==> config.mk <==
export PLATFORM = sky130hd
export DESIGN_NAME = serial_rho_inv_stream
export DESIGN_NICKNAME = d
export VERILOG_FILES = /design/src/rtl/swan_pkg.sv /design/src/rtl/swan_col_buf.sv /design/src/rtl/serial_rho_inv_stream.sv
export SDC_FILE = /design/constraint.sdc
export NUM_CORES = 1
export LEC_CHECK = 0
export ABC_AREA = 1
export CELL_PAD_IN_SITES_DETAIL_PLACEMENT = 1
export CELL_PAD_IN_SITES_GLOBAL_PLACEMENT = 1
export CORE_MARGIN = 8
export CORE_UTILIZATION = 46
export DETAILED_ROUTE_END_ITERATION = 7
export MAX_ROUTING_LAYER = met4
export PLACE_DENSITY_LB_ADDON = 0.15
export RECOVER_POWER = 25
export SKIP_CTS_REPAIR_TIMING = 1
export SLEW_MARGIN = 20
export SYNTH_ARGS = -nofsm -noshare
export SYNTH_HDL_FRONTEND = slang
export SYNTH_SLANG_ARGS = --single-unit
==> constraint.sdc <==
create_clock -name clk -period 4.9 [get_ports clk]
set_input_delay 0.735 -clock clk [delete_from_list [all_inputs] [get_ports clk]]
set_output_delay 0.735 -clock clk [all_outputs]
set_load 0.05 [all_outputs]
==> src/rtl/swan_pkg.sv <==
// Shared SWAN64 constants and types for the serial rho datapath.
package swan_pkg;

   localparam int BLOCK_SIZE    = 64;
   localparam int SIDE_SIZE     = BLOCK_SIZE / 2;
   localparam int COLUMN_SIZE   = SIDE_SIZE / 4;
   localparam int COLS_PER_SIDE = 4;
   localparam int CNT_W         = 2;

   typedef enum logic [1:0] {
      IDLE = 2'd0,
      LOAD = 2'd1,
      EMIT = 2'd2
   } rho_state_t;

   // True when the column index addresses the final column of a half-state.
   function automatic logic is_last_col(input logic [CNT_W-1:0] idx);
      return (idx == CNT_W'(COLS_PER_SIDE - 1));
   endfunction

endpackage

==> src/rtl/swan_col_buf.sv <==
// Four-entry column register file: one write port, one combinational read port.
module swan_col_buf
   import swan_pkg::*;
(
   input  logic                   clk,
   input  logic                   rst_n,
   input  logic                   wr_en,
   input  logic [CNT_W-1:0]       wr_idx,
   input  logic [COLUMN_SIZE-1:0] wr_data,
   input  logic [CNT_W-1:0]       rd_idx,
   output logic [COLUMN_SIZE-1:0] rd_data
);

   logic [COLUMN_SIZE-1:0] mem_q [COLS_PER_SIDE];
   logic [COLUMN_SIZE-1:0] mem_d [COLS_PER_SIDE];

   // Next-state of the register file: single write port.
   always_comb begin
      mem_d = mem_q;
      if (wr_en) begin
         mem_d[wr_idx] = wr_data;
      end else begin
         mem_d = mem_q;
      end
   end

   // Storage registers, cleared on reset.
   always_ff @(posedge clk or negedge rst_n) begin
      if (!rst_n) begin
         for (int i = 0; i < COLS_PER_SIDE; i++) begin
            mem_q[i] <= '0;
         end
      end else begin
         mem_q <= mem_d;
      end
   end

   assign rd_data = mem_q[rd_idx];

endmodule

==> src/rtl/serial_rho_inv_stream.sv <==
// Column-serial inverse of the SWAN64 rho layer: gathers four columns,
// then emits y[i] = a[i] ^ (a[0]^a[1]^a[2]^a[3]) one column per handshake.
module serial_rho_inv_stream
   import swan_pkg::*;
(
   input  logic                   clk,
   input  logic                   rst_n,
   input  logic                   clr,
   input  logic                   in_valid,
   output logic                   in_ready,
   input  logic [COLUMN_SIZE-1:0] in_col,
   output logic                   out_valid,
   input  logic                   out_ready,
   output logic [COLUMN_SIZE-1:0] out_col,
   output logic                   out_last,
   output logic                   busy
);

   rho_state_t             state_q, state_d;
   logic [CNT_W-1:0]       cnt_q, cnt_d;
   logic [COLUMN_SIZE-1:0] s_q, s_d;
   logic                   rst_done_q, rst_done_d;

   logic                   buf_wr_en_s;
   logic [CNT_W-1:0]       buf_wr_idx_s;
   logic [COLUMN_SIZE-1:0] buf_wr_data_s;
   logic [COLUMN_SIZE-1:0] buf_rd_data_s;
   logic                   in_hs_s;
   logic                   out_hs_s;

   swan_col_buf u_col_buf (
      .clk     (clk),
      .rst_n   (rst_n),
      .wr_en   (buf_wr_en_s),
      .wr_idx  (buf_wr_idx_s),
      .wr_data (buf_wr_data_s),
      .rd_idx  (cnt_q),
      .rd_data (buf_rd_data_s)
   );

   // Outputs depend only on registers; in_ready stays low until the first edge after reset.
   always_comb begin
      in_ready  = 1'b0;
      out_valid = 1'b0;
      out_col   = '0;
      out_last  = 1'b0;
      busy      = (state_q != IDLE);
      if (state_q == EMIT) begin
         out_valid = 1'b1;
         out_col   = buf_rd_data_s ^ s_q;
         out_last  = is_last_col(cnt_q);
      end else begin
         in_ready  = rst_done_q;
      end
   end

   assign in_hs_s  = in_valid && in_ready;
   assign out_hs_s = out_valid && out_ready;

   // Next-state logic: clr beats any handshake in the same cycle.
   always_comb begin
      state_d       = state_q;
      cnt_d         = cnt_q;
      s_d           = s_q;
      rst_done_d    = 1'b1;
      buf_wr_en_s   = 1'b0;
      buf_wr_idx_s  = cnt_q;
      buf_wr_data_s = in_col;
      if (clr) begin
         state_d = IDLE;
         cnt_d   = '0;
         s_d     = '0;
      end else begin
         case (state_q)
            IDLE: begin
               if (in_hs_s) begin
                  buf_wr_en_s  = 1'b1;
                  buf_wr_idx_s = '0;
                  s_d          = in_col;
                  cnt_d        = CNT_W'(1);
                  state_d      = LOAD;
               end else begin
                  state_d = IDLE;
               end
            end
            LOAD: begin
               if (in_hs_s) begin
                  buf_wr_en_s = 1'b1;
                  s_d         = s_q ^ in_col;
                  cnt_d       = cnt_q + CNT_W'(1);
                  if (is_last_col(cnt_q)) begin
                     state_d = EMIT;
                  end else begin
                     state_d = LOAD;
                  end
               end else begin
                  state_d = LOAD;
               end
            end
            EMIT: begin
               if (out_hs_s) begin
                  cnt_d = cnt_q + CNT_W'(1);
                  if (is_last_col(cnt_q)) begin
                     state_d = IDLE;
                     s_d     = '0;
                  end else begin
                     state_d = EMIT;
                  end
               end else begin
                  state_d = EMIT;
               end
            end
            default: begin
               state_d = IDLE;
               cnt_d   = '0;
               s_d     = '0;
            end
         endcase
      end
   end

   // State, column index, accumulator and reset-release registers.
   always_ff @(posedge clk or negedge rst_n) begin
      if (!rst_n) begin
         state_q    <= IDLE;
         cnt_q      <= '0;
         s_q        <= '0;
         rst_done_q <= 1'b0;
      end else begin
         state_q    <= state_d;
         cnt_q      <= cnt_d;
         s_q        <= s_d;
         rst_done_q <= rst_done_d;
      end
   end

endmodule

==> flow_metrics.tcl, run 1 <==
set metrics [dict create \
    reg2reg_to "u_col_buf.mem_q[23]" \
    cts_buffer_depth 2 \
    fin_setup_tns_ns 0 \
    grt_pass1_wl_um 13000 \
    muxShareOfSynthArea_pct 0 \
    hp-class "reg -> reg" \
    multiInputGateArea_sq_um 1350 \
    power_leakage_uw 0.00139 \
    min_to "u_col_buf.mem_q[27]" \
    clock-sinks 45 \
    path_max_fanout 23 \
    synth_xor_area_share_pct 0 \
    min_period_ns 4.16 \
    ys_warn_count 0 \
    drv_slew 46 \
    worst_r2r_startpoint "cnt_q[0]" \
    max_freq_mhz 241 \
    avgSynthCellArea_sq_um 7.87 \
    row_count 27 \
    startpoint_type "register" \
    wirelength_um 7640 \
    die_area_sq_um 8310 \
    wl_per_cell_um 18.1 \
    pre_cts_slack_ns 1.13 \
    grt_overflow 0 \
    ys_ff_latch 45 \
    power_uw 968 \
    place.gp.congestion 0.786 \
    dr.first_iter.drc_count 99 \
    layout_common_cells "99 x nand2_1, 50 x nor2_1, 45 x dfrtp_1" \
    initial_core_util_pct 47.5 \
    worstSetupPathType "reg -> out" \
    rsz0062_at_grt "no" \
    synthCells 330 \
    startpoint "cnt_q[0]" \
    dieWidth_um 91.2 \
    drc 0 \
    synth_top_family_by_area "simple AND/OR/NAND/NOR gates" \
    worstPathArrival_ns 3.42 \
    drv_cap 1 \
    cts_tree "built" \
    cts_root_buf "clkbuf_8" \
    violations "capacitance limit, slew limit" \
    die_h_um 91.2 \
    finalHoldViolations 0 \
    io_pins 25 \
    grt_max_degree 46 \
    reg2reg_depth 4 \
    synth_simple_gate_area_share_pct 38.3 \
    clk_pin_slew_ns 0.09 \
    portBuffers 24 \
    coreArea_sq_um 5470 \
    power_density_nw_per_um2 328 \
    fin_crit_sh_pct 84.8 \
    antenna_found_initial 0 \
    setup_viol 0 \
    firstDrtPassIters 4 \
    fillers 693 \
    synth_nets 349 \
    grt_use_total_pct 19.8 \
    nets 369 \
    outcome "complete, but fails checks" \
    final_cells 423 \
    synth_compound_area_share_pct 10.5 \
    dpl.hpwl_um 5290 \
    end_kind "primary output" \
    worst_slew_pin_slew_ns 2.50 \
    drive_above_1_share_pct 7.98 \
    synth-seq-area-share_pct 43.3 \
    dpl.cell_count 415 \
    fin_ws_ns 0.744 \
    ant_nets 0 \
    max_slew_margin_pct -66.5 \
    grt_pass1_vias 2645 \
    synth_fa_ha_area_share_pct 2.89 \
    register_area_sq_um 1130 \
    final_common_cell "nand2_1" \
    diodes 0 \
    r2r_slack_ns 2.26 \
    clkLatencyLatePin_ns 0.31 \
    ir_drop_uv 161 \
    cts_buffers 5 \
    htreeDepth 2 \
    synthToLayoutAreaGrowth_pct 13.7 \
    num_vias 2432 \
    min_from "u_col_buf.mem_q[27]" \
    hold-path-cell-count 2 \
    cp.required_ns 4.16 \
    vias_per_cell 5.75 \
    fin_worst_skew_ns 0.00975 \
    netlist_area_sq_um 2600 \
    synth_cell_type_count 26 \
]
[flip-flops by register name, summed over array words and instances, names as in the netlist]
name	count
s_q	8
u_col_buf.mem_q	32
state_q	2
cnt_q	2
rst_done_q	1
[critical path, cell delays in order (launching register included)]
cell and delay, ns:
dfrtp_1 0.95, inv_1 0.59, o21ai_0 0.38, o21ai_1 0.16
nand2_1 0.08, nand2_1 0.04, nor2_1 0.09, clkdlybuf4s50_1 0.81
[area by class of cell]
cell class                 count  area share, %
clock buffer                   6           2.46
clock inverter                 2           1.31
inverter                      12           1.52
multi-input combinational    262           45.6
sequential                    45           38.1
tap                           72           3.05
timing repair buffer          24           7.92
[cell families after synthesis]
kind of cell | after synthesis
other | 1
AO/OA/AOI/OAI | 47
adder cells (fa/ha/maj) | 6
AND/OR/NAND/NOR | 208
buffers and inverters | 23
flip-flops | 45
[worst max-delay path by stage]
stage / end / slack (ns) / cells after the start
2_1_floorplan: out_col[0] / 2.25 / 5
3_3_place_gp: out_col[6] / 1.24 / 7
3_5_place_dp: out_col[6] / 1.13 / 7
4_1_cts: out_col[6] / 0.77 / 7
5_1_grt: out_col[0] / 0.45 / 7
6_report: out_col[6] / 0.74 / 7
[layer usage]
layer	track usage, %	part of all wire [%]
met4	7.23	1.4
met1	23.1	43
met3	2.88	2.9
met5	-	0
met2	33.8	53
[report_power, final]
group	total, uW	leakage, uW	internal, uW	switching, uW
Combinational	204	0.000743	67.1	136
Sequential	474	0.000593	428	46.6
Clock	290	0.0000554	153	137
Total	968	0.00139	648	320
[per-stage QoR]
stage / util, % / hold slack, ns / cell area, sq um
6_report: 54.0 / 0.483 / 2950
4_1_cts: 54.0 / 0.485 / 2960
3_3_place_gp: 52.0 / 0.455 / 2840
3_5_place_dp: 52.0 / 0.462 / 2840
5_1_grt: 54.0 / 0.509 / 2950
2_1_floorplan: - / 0.439 / 2600
[Yosys cell counts]
library cell,instances,share of area (%)
nand2_1,99,14
nor2_1,50,7.2
dfrtp_1,45,43
o21ai_0,27,5.2
nand4_1,25,6.0
nand3_1,20,3.9
a21boi_0,8,2.3
buf_2,7,1.3
ha_1,6,2.9
inv_1,6,0.87
o21ai_1,6,1.2
inv_2,5,0.72
buf_6,4,1.7
nand4_4,4,3.3
a21oi_1,3,0.58
nor2_2,3,0.72
nand2_2,2,0.48
nor2_4,2,0.87
clkinv_1,1,0.14
conb_1,1,0.14
nand2_4,1,0.43
nand3_2,1,0.39
nor2_8,1,0.77
o21ai_2,1,0.34
o21ai_4,1,0.63
o31ai_1,1,0.29
Power figures use the tool's default switching activity.
==> inputs of run 2 (changes only) <==
--- a/config.mk
+++ b/config.mk
@@ -9,7 +9,7 @@
 export CELL_PAD_IN_SITES_DETAIL_PLACEMENT = 1
 export CELL_PAD_IN_SITES_GLOBAL_PLACEMENT = 1
 export CORE_MARGIN = 8
-export CORE_UTILIZATION = 46
+export CORE_UTILIZATION = 42
 export DETAILED_ROUTE_END_ITERATION = 7
 export MAX_ROUTING_LAYER = met4
 export PLACE_DENSITY_LB_ADDON = 0.15
==> constraint.sdc (replaced) <==
create_clock -name clk -period 4.4 [get_ports clk]
set_input_delay 0.66 -clock clk [delete_from_list [all_inputs] [get_ports clk]]
set_output_delay 0.66 -clock clk [all_outputs]
set_load 0.05 [all_outputs]
==> run 2 against run 1 <==
Critical path depth fell by 1. Utilization fell by 3.9 points. Routed wire length fell by 1.6%. Critical endpoint is now out_col[0]. Largest cell class unchanged. Worst setup slack improved by 0.36 ns. Total power rose by 12%. Sequential power rose by 8.4%. Global-route usage fell by 1.2 points. Sequential cell count did not move. Via count fell by 2.0%. Worst hold slack improved by 0.0016 ns. The flow still finishes with violations (capacitance limit, slew limit).
==> flow_metrics.tcl, run 2 (synthesized netlist as in run 1, its figures left out) <==
set metrics [dict create \
    layout_common_cells "99 x nand2_1, 50 x nor2_1, 45 x dfrtp_1" \
    io_pins 25 \
    diodes 0 \
    dpl.hpwl_um 5180 \
    worstSetupPathType "reg -> out" \
    portBuffers 24 \
    vias_per_cell 5.56 \
    max_slew_margin_pct -69.3 \
    cp.required_ns 3.74 \
    clock-sinks 45 \
    die_area_sq_um 8960 \
    drv_slew 46 \
    num_vias 2384 \
    wl_met1_um 3270 \
    violations "capacitance limit, slew limit" \
    cts_tree "built" \
    crit_path_top_delay_cell "clkdlybuf4s50_1" \
    reg2reg_to "u_col_buf.mem_q[16]" \
    antenna_found_initial 0 \
    place.gp.congestion 0.791 \
    grt_pass1_vias 2555 \
    dpl.cell_count 421 \
    setup_viol 0 \
    synthToLayoutAreaGrowth_pct 14.7 \
    row_count 28 \
    regMostFlops "u_col_buf.mem_q" \
    min_period_ns 3.30 \
    critPathCapture "out_col[0]" \
    path_cells "inv_1 -> o21ai_0 -> o21ai_0 -> nor2_1 -> nor2_1 -> clkdlybuf4s50_1" \
    final_cells 429 \
    firstDrtPassIters 4 \
    startpoint "cnt_q[0]" \
    startpoint_type "register" \
    cts_root_buf "clkbuf_8" \
    dr.first_iter.drc_count 89 \
    final_common_cell "nand2_1" \
    reg2reg_depth 8 \
    outcome "complete, but fails checks" \
    power_leakage_uw 0.00140 \
    grt_max_degree 46 \
    worstPathArrival_ns 2.64 \
    finalHoldViolations 0 \
    hp-class "reg -> reg" \
    wl_met3_um 266 \
    power_density_nw_per_um2 363 \
    ir_drop_uv 137 \
    wirelength_um 7520 \
    end_kind "primary output" \
    r2r_slack_ns 2.26 \
    rsz0062_at_grt "no" \
    cp_slowest_stage_delay_ns 0.81 \
    grt_use_total_pct 18.7 \
    ant_nets 0 \
    worst_slew_pin_slew_ns 2.54 \
    worst_r2r_startpoint "state_q[0]" \
    grt_pass1_wl_um 12600 \
    met2RoutedLength_um 3870 \
    clkLatencyLatePin_ns 0.31 \
    clk_pin_slew_ns 0.09 \
    fin_crit_sh_pct 74.9 \
    nets 372 \
    max_freq_mhz 303 \
    grt_overflow 0 \
    fin_setup_tns_ns 0 \
    cts_buffer_depth 2 \
    drv_cap 1 \
    fin_worst_skew_ns 0.00621 \
    initial_core_util_pct 43.6 \
    cts_buffers 5 \
    path_max_fanout 19 \
    wl_per_cell_um 17.5 \
    coreArea_sq_um 5960 \
    fillers 766 \
    largest_registers "u_col_buf.mem_q: 32 flops, s_q: 8 flops" \
    drc 0 \
    htreeDepth 2 \
    dieWidth_um 94.7 \
    die_h_um 94.7 \
    largest_reg_flops 32 \
    top_layer_used "met4" \
    drive_above_1_share_pct 9.04 \
]
[run 2: changes by cell type in the layout (fill, tap and decap cells not counted)]
cell,previous run,this run
buf_2,0,1
buf_4,0,2
clkbuf_1,2,1
clkinvlp_4,0,1
[run 2: critical path, delay by kind of cell (launching register included)]
kind                   cells  cell delay [ns]
and+or+nand+nor            2             0.20
AOI/OAI and AO/OA          2             0.48
buffers and inverters      2             1.26
DFF                        1             0.39
[run 2: area by class of cell]
class	count	area, sq um	share of cell area, %
inverters	12	45.0	1.51
repair buffers	27	254	8.52
clock buffers	5	68.8	2.31
multi-input cells	262	1350	45.2
flip-flops and latches	45	1130	37.8
well taps	75	93.8	3.15
clock inverters	3	46.3	1.55
[run 2: per-stage QoR]
stage | total power (uW) | setup slack (ns) | hold WS [ns] | utilization, % | cell area [sq um]
after floorplan | 677 | 1.82 | 0.364 | - | 2600
after global placement | 750 | 1.52 | 0.456 | 48.2 | 2870
after detailed placement | 760 | 1.40 | 0.459 | 48.2 | 2870
after CTS | 1090 | 1.06 | 0.467 | 50.1 | 2990
after global routing | 1140 | 0.929 | 0.506 | 50.1 | 2980
final | 1080 | 1.10 | 0.484 | 50.1 | 2980
[run 2: power by group]
group | switching (uW) | total [uW] | internal (uW)
logic | 159 | 236 | 76.7
registers | 37.8 | 514 | 477
clock network | 162 | 332 | 170
[run 2: worst min-delay path by stage]
stage / cells past startpoint / end / slack (ns) / start
after floorplan: 0 / cnt_q[0] / 0.36 / rst_n
after global placement: 2 / u_col_buf.mem_q[31] / 0.46 / u_col_buf.mem_q[31]
after detailed placement: 2 / u_col_buf.mem_q[27] / 0.46 / u_col_buf.mem_q[27]
after CTS: 2 / u_col_buf.mem_q[16] / 0.47 / rst_n
after global routing: 2 / u_col_buf.mem_q[3] / 0.51 / u_col_buf.mem_q[3]
final: 2 / u_col_buf.mem_q[24] / 0.48 / u_col_buf.mem_q[24]
[run 2: metal layers]
| metal | vias up | GRT usage (%) |
|---|---|---|
| met5 | - | - |
| met4 | 0 | 4.81 |
| met3 | 11 | 3.57 |
| met2 | 34 | 32.2 |
| met1 | 1192 | 21.7 |
| li1 | 1147 | - |
